### src/rtl/core_dct_trace_arbiter_pkg.sv
// Shared types and field layout for the core DCT trace arbiter.
package core_trace_pkg;
  typedef enum logic [1:0] {RUN, FULL, FLUSH, DONE} state_e;

  localparam int DCT_W      = 30;
  localparam int CNT_W      = 4;
  localparam int WD_BUF_LSB = 0;
  localparam int WD_CNT_LSB = DCT_W;
  localparam int WD_ID_LSB  = DCT_W + CNT_W;

  typedef struct packed {
    logic [CNT_W-1:0] cnt;
    logic [DCT_W-1:0] dct;
  } slot_t;
endpackage

### src/rtl/core_dct_trace_arbiter_if.sv
// Core request bus plus trace memory write port of the trace arbiter.
interface core_dct_trace_arbiter_if #(
  parameter int NCORES = 6,
  parameter int IDW    = 3,
  parameter int AW     = 10
);
  import core_trace_pkg::*;

  logic [NCORES-1:0]       req_valid;
  logic [NCORES-1:0]       req_ready;
  logic [NCORES*DCT_W-1:0] dct_buffer;
  logic [NCORES*CNT_W-1:0] dct_count;
  logic                    tm_write;
  logic [AW-1:0]           tm_addr;
  logic [IDW+CNT_W+DCT_W-1:0] tm_wdata;
  logic                    tm_ready;

  modport slave (
    input  req_valid, dct_buffer, dct_count, tm_ready,
    output req_ready, tm_write, tm_addr, tm_wdata
  );
  modport master (
    output req_valid, dct_buffer, dct_count, tm_ready,
    input  req_ready, tm_write, tm_addr, tm_wdata
  );
endinterface

### src/rtl/core_dct_trace_arbiter_rr_arbiter.sv
// Round-robin picker: first set request at or after the pointer wins.
module rr_arbiter #(
  parameter int N  = 6,
  parameter int IW = 3
) (
  input  logic [N-1:0]  req,
  input  logic [IW-1:0] ptr,
  output logic [N-1:0]  gnt,
  output logic [IW-1:0] idx,
  output logic          any
);
  import core_trace_pkg::*;

  always_comb begin
    int j;
    gnt = '0;
    idx = '0;
    any = 1'b0;
    j   = 0;
    for (int k = 0; k < N; k++) begin
      j = (int'(ptr) + k) % N;
      if (!any && req[j]) begin
        any    = 1'b1;
        gnt[j] = 1'b1;
        idx    = IW'(j);
      end
    end
  end
endmodule

### src/rtl/core_dct_trace_arbiter.sv
// Per-core one-entry trace slots merged round-robin into one trace memory write port.
module core_dct_trace_arbiter #(
  parameter int NCORES       = 6,
  parameter int IDW          = 3,
  parameter int AW           = 10,
  parameter bit STOP_ON_FULL = 1'b0
) (
  input  logic              clk,
  input  logic              reset,
  input  logic              trace_enable,
  input  logic              trace_clear,
  input  logic              test_ending,
  core_dct_trace_arbiter_if.slave bus,
  output logic              tm_wrapped,
  output logic              tm_full,
  output logic [NCORES-1:0] drop_flag,
  output logic              test_has_ended
);
  import core_trace_pkg::*;

  localparam logic [AW-1:0] ADDR_MAX = '1;

  state_e                  state, state_nx;
  slot_t [NCORES-1:0]      slot;
  logic  [NCORES-1:0]      slot_full, req_arb, gnt;
  logic  [IDW-1:0]         ptr, gidx;
  logic                    gany, can_issue, wr_done, stop_now, clr_pend;

  assign wr_done  = bus.tm_write && bus.tm_ready;
  // Last location accepted while stopping: nothing may follow it into the output register.
  assign stop_now = STOP_ON_FULL && wr_done && (bus.tm_addr == ADDR_MAX) && !clr_pend;
  assign can_issue = (state == RUN || state == FLUSH) && !tm_full && !stop_now &&
                     !trace_clear && (!bus.tm_write || bus.tm_ready);
  assign req_arb  = slot_full & {NCORES{can_issue}};

  rr_arbiter #(.N(NCORES), .IW(IDW)) u_rr (
    .req (req_arb),
    .ptr (ptr),
    .gnt (gnt),
    .idx (gidx),
    .any (gany)
  );

  for (genvar i = 0; i < NCORES; i++) begin : g_lane
    logic [CNT_W-1:0] cnt;
    logic [DCT_W-1:0] dct;
    logic             hs, load, drop_in, drop_held, full_q, flag_q;
    slot_t            data_q;

    assign cnt       = bus.dct_count[CNT_W*i +: CNT_W];
    assign dct       = bus.dct_buffer[DCT_W*i +: DCT_W];
    assign hs        = bus.req_valid[i] && bus.req_ready[i] && trace_enable && (cnt != '0);
    assign load      = hs && (state == RUN) && !trace_clear;
    assign drop_in   = hs && (state == FULL) && !trace_clear;
    assign drop_held = full_q && !trace_clear &&
                       ((state == FULL) || (state == FLUSH && tm_full));

    always_ff @(posedge clk or posedge reset) begin
      if (reset) begin
        full_q <= 1'b0;
        data_q <= '0;
        flag_q <= 1'b0;
      end else if (trace_clear) begin
        full_q <= 1'b0;
        flag_q <= 1'b0;
      end else begin
        if (load) begin
          full_q <= 1'b1;
          data_q <= {cnt, dct};
        end else if (gnt[i] || drop_held) begin
          full_q <= 1'b0;
        end
        if (drop_in || drop_held) flag_q <= 1'b1;
      end
    end

    assign slot_full[i] = full_q;
    assign slot[i]      = data_q;
    assign drop_flag[i] = flag_q;
  end

  // Output register holds its word until the memory takes it.
  always_ff @(posedge clk or posedge reset) begin
    if (reset) begin
      bus.tm_write <= 1'b0;
      bus.tm_wdata <= '0;
    end else if (gany) begin
      bus.tm_write <= 1'b1;
      bus.tm_wdata <= {gidx, slot[gidx]};
    end else if (wr_done) begin
      bus.tm_write <= 1'b0;
    end
  end

  // A clear during a stalled write keeps the old address until that write lands.
  always_ff @(posedge clk or posedge reset) begin
    if (reset) begin
      bus.tm_addr <= '0;
      tm_wrapped  <= 1'b0;
      tm_full     <= 1'b0;
      clr_pend    <= 1'b0;
      ptr         <= '0;
    end else if (trace_clear) begin
      ptr        <= '0;
      tm_wrapped <= 1'b0;
      tm_full    <= 1'b0;
      clr_pend   <= bus.tm_write && !bus.tm_ready;
      if (!(bus.tm_write && !bus.tm_ready)) bus.tm_addr <= '0;
    end else begin
      if (gany) ptr <= (gidx == IDW'(NCORES-1)) ? '0 : gidx + IDW'(1);
      if (wr_done) begin
        clr_pend <= 1'b0;
        if (clr_pend)                   bus.tm_addr <= '0;
        else if (bus.tm_addr != ADDR_MAX) bus.tm_addr <= bus.tm_addr + AW'(1);
        else if (STOP_ON_FULL)          tm_full <= 1'b1;
        else begin
          bus.tm_addr <= '0;
          tm_wrapped  <= 1'b1;
        end
      end
    end
  end

  always_ff @(posedge clk or posedge reset) begin
    if (reset) state <= RUN;
    else       state <= state_nx;
  end

  always_comb begin
    state_nx = state;
    if (trace_clear) state_nx = RUN;
    else begin
      case (state)
        RUN:     if (test_ending) state_nx = FLUSH;
                 else if (stop_now) state_nx = FULL;
        FULL:    if (test_ending) state_nx = FLUSH;
        FLUSH:   if (slot_full == '0 && !bus.tm_write) state_nx = DONE;
        DONE:    state_nx = DONE;
        default: state_nx = RUN;
      endcase
    end
  end

  always_comb begin
    test_has_ended = (state == DONE);
    bus.req_ready  = '0;
    case (state)
      RUN:     bus.req_ready = trace_enable ? (~slot_full | gnt) : '1;
      FULL:    bus.req_ready = '1;
      default: bus.req_ready = '0;
    endcase
  end
endmodule

### src/flat_wrapper.sv
// flat-port wrapper written by rule: the top's interface ports become plain ports
module core_dct_trace_arbiter_flat import core_trace_pkg::*;
#(
  parameter int NCORES       = 6,
  parameter int IDW          = 3,
  parameter int AW           = 10,
  parameter bit STOP_ON_FULL = 1'b0
)
  (clk, reset, trace_enable, trace_clear, test_ending, tm_wrapped, tm_full, drop_flag, test_has_ended, bus_req_valid, bus_dct_buffer, bus_dct_count, bus_tm_ready, bus_req_ready, bus_tm_write, bus_tm_addr, bus_tm_wdata);
  core_dct_trace_arbiter_if #(.NCORES(NCORES), .IDW(IDW), .AW(AW)) bus_i ();
  input  logic clk;
  input  logic reset;
  input  logic trace_enable;
  input  logic trace_clear;
  input  logic test_ending;
  output logic tm_wrapped;
  output logic tm_full;
  output logic [NCORES-1:0] drop_flag;
  output logic test_has_ended;
  input wire logic [$bits(bus_i.req_valid)-1:0] bus_req_valid;
  input wire logic [$bits(bus_i.dct_buffer)-1:0] bus_dct_buffer;
  input wire logic [$bits(bus_i.dct_count)-1:0] bus_dct_count;
  input wire logic [$bits(bus_i.tm_ready)-1:0] bus_tm_ready;
  output wire logic [$bits(bus_i.req_ready)-1:0] bus_req_ready;
  output wire logic [$bits(bus_i.tm_write)-1:0] bus_tm_write;
  output wire logic [$bits(bus_i.tm_addr)-1:0] bus_tm_addr;
  output wire logic [$bits(bus_i.tm_wdata)-1:0] bus_tm_wdata;
  assign bus_i.req_valid = bus_req_valid;
  assign bus_i.dct_buffer = bus_dct_buffer;
  assign bus_i.dct_count = bus_dct_count;
  assign bus_i.tm_ready = bus_tm_ready;
  assign bus_req_ready = bus_i.req_ready;
  assign bus_tm_write = bus_i.tm_write;
  assign bus_tm_addr = bus_i.tm_addr;
  assign bus_tm_wdata = bus_i.tm_wdata;
  core_dct_trace_arbiter #(.NCORES(NCORES), .IDW(IDW), .AW(AW), .STOP_ON_FULL(STOP_ON_FULL)) u_core (.clk(clk), .reset(reset), .trace_enable(trace_enable), .trace_clear(trace_clear), .test_ending(test_ending), .bus(bus_i), .tm_wrapped(tm_wrapped), .tm_full(tm_full), .drop_flag(drop_flag), .test_has_ended(test_has_ended));
endmodule
### config.mk
export PLATFORM = sky130hd
export DESIGN_NAME = core_dct_trace_arbiter_flat
export DESIGN_NICKNAME = d
export VERILOG_FILES = /design/src/rtl/core_dct_trace_arbiter_pkg.sv /design/src/rtl/core_dct_trace_arbiter_if.sv /design/src/rtl/core_dct_trace_arbiter_rr_arbiter.sv /design/src/rtl/core_dct_trace_arbiter.sv /design/src/flat_wrapper.sv
export SDC_FILE = /design/constraint.sdc
export NUM_CORES = 1
export LEC_CHECK = 0
export ABC_AREA = 1
export CAP_MARGIN = 40
export CORE_MARGIN = 1.5
export CORE_UTILIZATION = 40
export DETAILED_ROUTE_END_ITERATION = 12
export GPL_TIMING_DRIVEN = 1
export PLACE_DENSITY = 0.69
export SLEW_MARGIN = 25
export SYNTH_ARGS = -nofsm -noshare
export SYNTH_HDL_FRONTEND = slang
export SYNTH_HIERARCHICAL = 1
export SYNTH_SLANG_ARGS = --single-unit
### constraint.sdc
create_clock -name clk -period 8.18 [get_ports clk]
set_input_delay 0.818 -clock clk [delete_from_list [all_inputs] [get_ports clk]]
set_output_delay 0.818 -clock clk [all_outputs]
set_load 0.005 [all_outputs]
==> results.txt <==
----------------------------------------------------
[Yosys]
  #FFs+latches synth ... 271
  Synthesis Warnings ... 6
  Share of synthesized area occupied by flip-flops and latches ... 45.30%
  Compound-cell area share of the yosys netlist ... 7.422%
  Xor-xnor portion of the synthesized cell area ... 0.1170%
  Post-Synth Simple-Gate Area ... 35.84%
  Nets in the synthesized netlist ... 2266
  Adder-cell area share of the yosys netlist ... 1.672%
  Combined area of all synthesized cells ... 14970 µm²
  Number of standard cells after synthesis ... 2030
  Average instance area after synthesis ... 7.374 µm²
  Number of different library cells in the post-synthesis netlist ... 41
  Mux cell area share after synthesis ... 0%
  Combinational family with the most area after synthesis ... simple AND/OR/NAND/NOR gates

[Timing]
  Hold violation total from the final report ... 0
  Unrepaired setup endpoints after global routing ... false
  Fin crit share ... 74.39%
  Highest Clock Rate ... 164.3 MHz
  Worst max-slew margin expressed relative to the limit ... 46.65%
  Period minus WS final ... 6.085 ns
  Maximum clock skew at final layout ... 0.009221 ns
  Final count of pins violating max slew ... 0
  # setup viols final ... 0
  Worst-case hold slack ... 0.4665 ns
  Final TNS setup ... 0 ns
  Worst slew pin tran ... 0.7991 ns

[Detailed routing]
  Post-detailed-route wirelength per cell ... 18.62 µm
  Antenna Violating Nets Remaining ... 0
  Detailed-routing iteration count for the pre-antenna-repair pass ... 5
  Total via count after detailed routing ... 14360
  Avg Vias per Cell ... 5.238
  Wire length after detailed routing ... 51040 µm
  First-iteration detailed-routing DRC count ... 1151
  Remaining DRCs ... 0

[GRT]
  Global route overflow ... 0
  Overall global routing resource usage ... 26.47%
  Number of global-route vias before repair ... 14110
  Global-route wire length before repair ... 79470 µm
  Largest net degree at the start of global routing ... 141
  Initial antenna violation count ... 0

[Clock network]
  Clock-pin transition on the worst setup and hold timing paths ... 0.06 ns
  Inserted Clock Buffers ... 31
  Number of levels in the clock H-tree ... 1
  Deepest clock path buffer count ... 3
  Sink count of the clock tree ... 271
  Post-CTS setup buffers ... 0
  Root buffer cell ... sky130_fd_sc_hd__clkbuf_16
  Clock latency at the later pin of the worst-skew pair ... 0.57 ns
  # hold bufs at CTS ... 0
  TritonCTS clock tree ... built
  Post-cts repair resize count ... 0

[Layout]
  Share of cells above drive strength 1 ... 6.907%
  Area added between synthesis and finish ... 27.22%
  Post-layout nets ... 2484
  Top library cells by usage in the layout, fill and taps aside ... 715 x sky130_fd_sc_hd__nand2_1, 290 x sky130_fd_sc_hd__nand3_1, 277 x sky130_fd_sc_hd__clkdlybuf4s50_1, 271 x sky130_fd_sc_hd__dfrtp_1, 175 x sky130_fd_sc_hd__inv_1
  Count of inserted antenna diode cells ... 0
  Commonest non-fill, non-tap cell in the layout ... sky130_fd_sc_hd__nand2_1
  Count of non-filler cells in the finished layout ... 2741
  Final cell area excluding filler cells ... 19040 µm²

[Setup path]
  CP most frequent cell ... sky130_fd_sc_hd__nand2_1
  Largest stage delay on the critical path ... 0.64 ns
  Cell type of the slowest stage on the worst timing path ... sky130_fd_sc_hd__clkdlybuf4s50_1
  Worst setup EP type ... output port
  Category of the critical setup timing path ... input pin to output port
  Sort of element at the start of the critical path ... input pin
  Worst path cell trace ... clkdlybuf4s50_1, inv_2, nand2_2, inv_6, nand2_1, nor2_1, inv_1, o21ai_0, nand3_1, nand2_1, nand2_2, nand3_4, nor2_4, nand3_1, nand2_1, nor2_1, nand2_1, nor2_1, nand2_1, nand2_1, inv_1, clkdlybuf4s50_1
  Data arrival time of the critical path ... 5.27 ns
  Biggest fanout along the worst timing path ... 82
  Worst path required time ... 7.36 ns
  Reg-to-reg slack, setup ... 2.97 ns

[Status]
  Result of the run ... finished clean

[Power and ir drop]
  Areal power density over the cells ... 471.1 nW/µm²
  Static leakage ... 9.644 nW
  IR Drop Worst-Case VDD ... 0.0003433 V

[Placement]
  Gp weighted congestion ... 0.9596
  Buffers on Ports ... 277
  Placed instance area ... 17800 µm²
  DPL Wire Length ... 37150 µm
  Total instance count after detailed placement ... 2680

[Floorplanning]
  Std-Cell Rows ... 70
  IO Pins ... 279
  Overall die area ... 38590 µm²
  Area of the core ... 36700 µm²
  X dimension of the die ... 196.5 µm
  Initial core utilization ... 40.79%
  Overall die height ... 196.5 µm

[Flow run]
  Number of max-cap violations ... 0

[Hold path]
  Worst min path class ... register to register

----------------------------------------------------
==> routing by layer <==
layer | share of wire [%] | vias up | global-route usage (%)
li1 | - | 6879 | -
met1 | 42 | 6920 | 34.50
met2 | 49 | 477 | 45.80
met3 | 5.3 | 80 | 2.755
met4 | 3.4 | 0 | 9.231
met5 | 0 | - | 0
==> area by class of cell <==
type | count | area (µm²)
repair buffers | 299 | 3023
well taps | 468 | 585.6
multi-input cells | 1454 | 6753
fillers | 3495 | 17650
clock buffers | 37 | 848.3
flip-flops and latches | 271 | 6782
clock inverters | 21 | 325.3
inverters | 191 | 728.2
==> synth_stat cells, drive strengths merged <==
master / n / area [µm²]
conb: 1 / 3.750
a21o: 1 / 7.510
nand2: 741 / 2877
nor2: 188 / 800.8
o21a: 2 / 15.01
dfrtp: 271 / 6782
nor3: 6 / 35.03
clkinv: 1 / 3.750
nand3b: 4 / 30.03
clkbuf: 12 / 45.04
nand4: 11 / 68.82
o31ai: 3 / 22.52
a21oi: 76 / 402.9
buf: 102 / 675.7
o21ai: 49 / 286.5
o22ai: 5 / 31.28
a31oi: 1 / 12.51
xor2: 2 / 17.52
inv: 190 / 715.7
o211ai: 36 / 270.3
o21bai: 7 / 52.55
nand3: 300 / 1554
o311a: 1 / 10.01
ha: 20 / 250.2
==> worst paths after layout <==
kind | startpoint | endpoint | depth (start not counted)
max in group asynchronous | reset | u_core/state[0] | 5
setup reg to reg | u_core/ptr[0] | u_core/bus.tm_wdata[14] | 22
min in group asynchronous | reset | u_core/g_lane[0].data_q[15] | 2
setup / recovery | trace_clear | bus_req_ready[3] | 22
hold reg to reg | u_core/g_lane[1].data_q[14] | u_core/g_lane[1].data_q[14] | 2
hold / removal | u_core/g_lane[1].data_q[14] | u_core/g_lane[1].data_q[14] | 2
==> metrics by stage <==
step | power [W] | util, % | setup WS, ns
global route | 0.009645 | 51.90 | 1.663
finish | 0.008973 | 51.90 | 2.095
CTS | 0.008993 | 51.69 | 2.120
floorplan | 0.005567 | - | 3.781
detailed placement | 0.007400 | 48.49 | 2.032
global placement | 0.007258 | 48.42 | 2.213
==> power by group <==
group          switching [W]  internal, W
logic                0.00368      0.00168
clock network       0.000591     0.000992
registers           0.000244      0.00178
total                0.00452      0.00445
==> logic make-up (layout without fill, tap and decap cells) <==
kind of cell | Yosys count | in the layout
AND/OR/NAND/NOR | 1250 | 1250
buffers and inverters | 305 | 548
flip-flops | 271 | 271
AO/OA/AOI/OAI | 181 | 181
adder cells (fa/ha/maj) | 20 | 20
XOR/XNOR | 2 | 2
other | 1 | 1
==> registers in the layout (all words and copies together) (netlist names) <==
| register | flops |
|---|---|
| u_core/ptr | 3 |
| u_core/clr_pend | 1 |
| u_core/g_lane.full_q | 6 |
| u_core/g_lane.data_q | 204 |
| u_core/state | 2 |
| u_core/bus.tm_addr | 10 |
| u_core/bus.tm_wdata | 37 |
| u_core/bus.tm_write | 1 |
| u_core/tm_wrapped | 1 |
| u_core/g_lane.flag_q | 6 |
==> critical path, delay by kind of cell <==
kind,cells,cell delay [ns]
AOI/OAI and AO/OA,1,0.34
buffers and inverters,6,2.02
and+or+nand+nor,15,2.06
No activity file was read; power rests on OpenSTA's default activity.
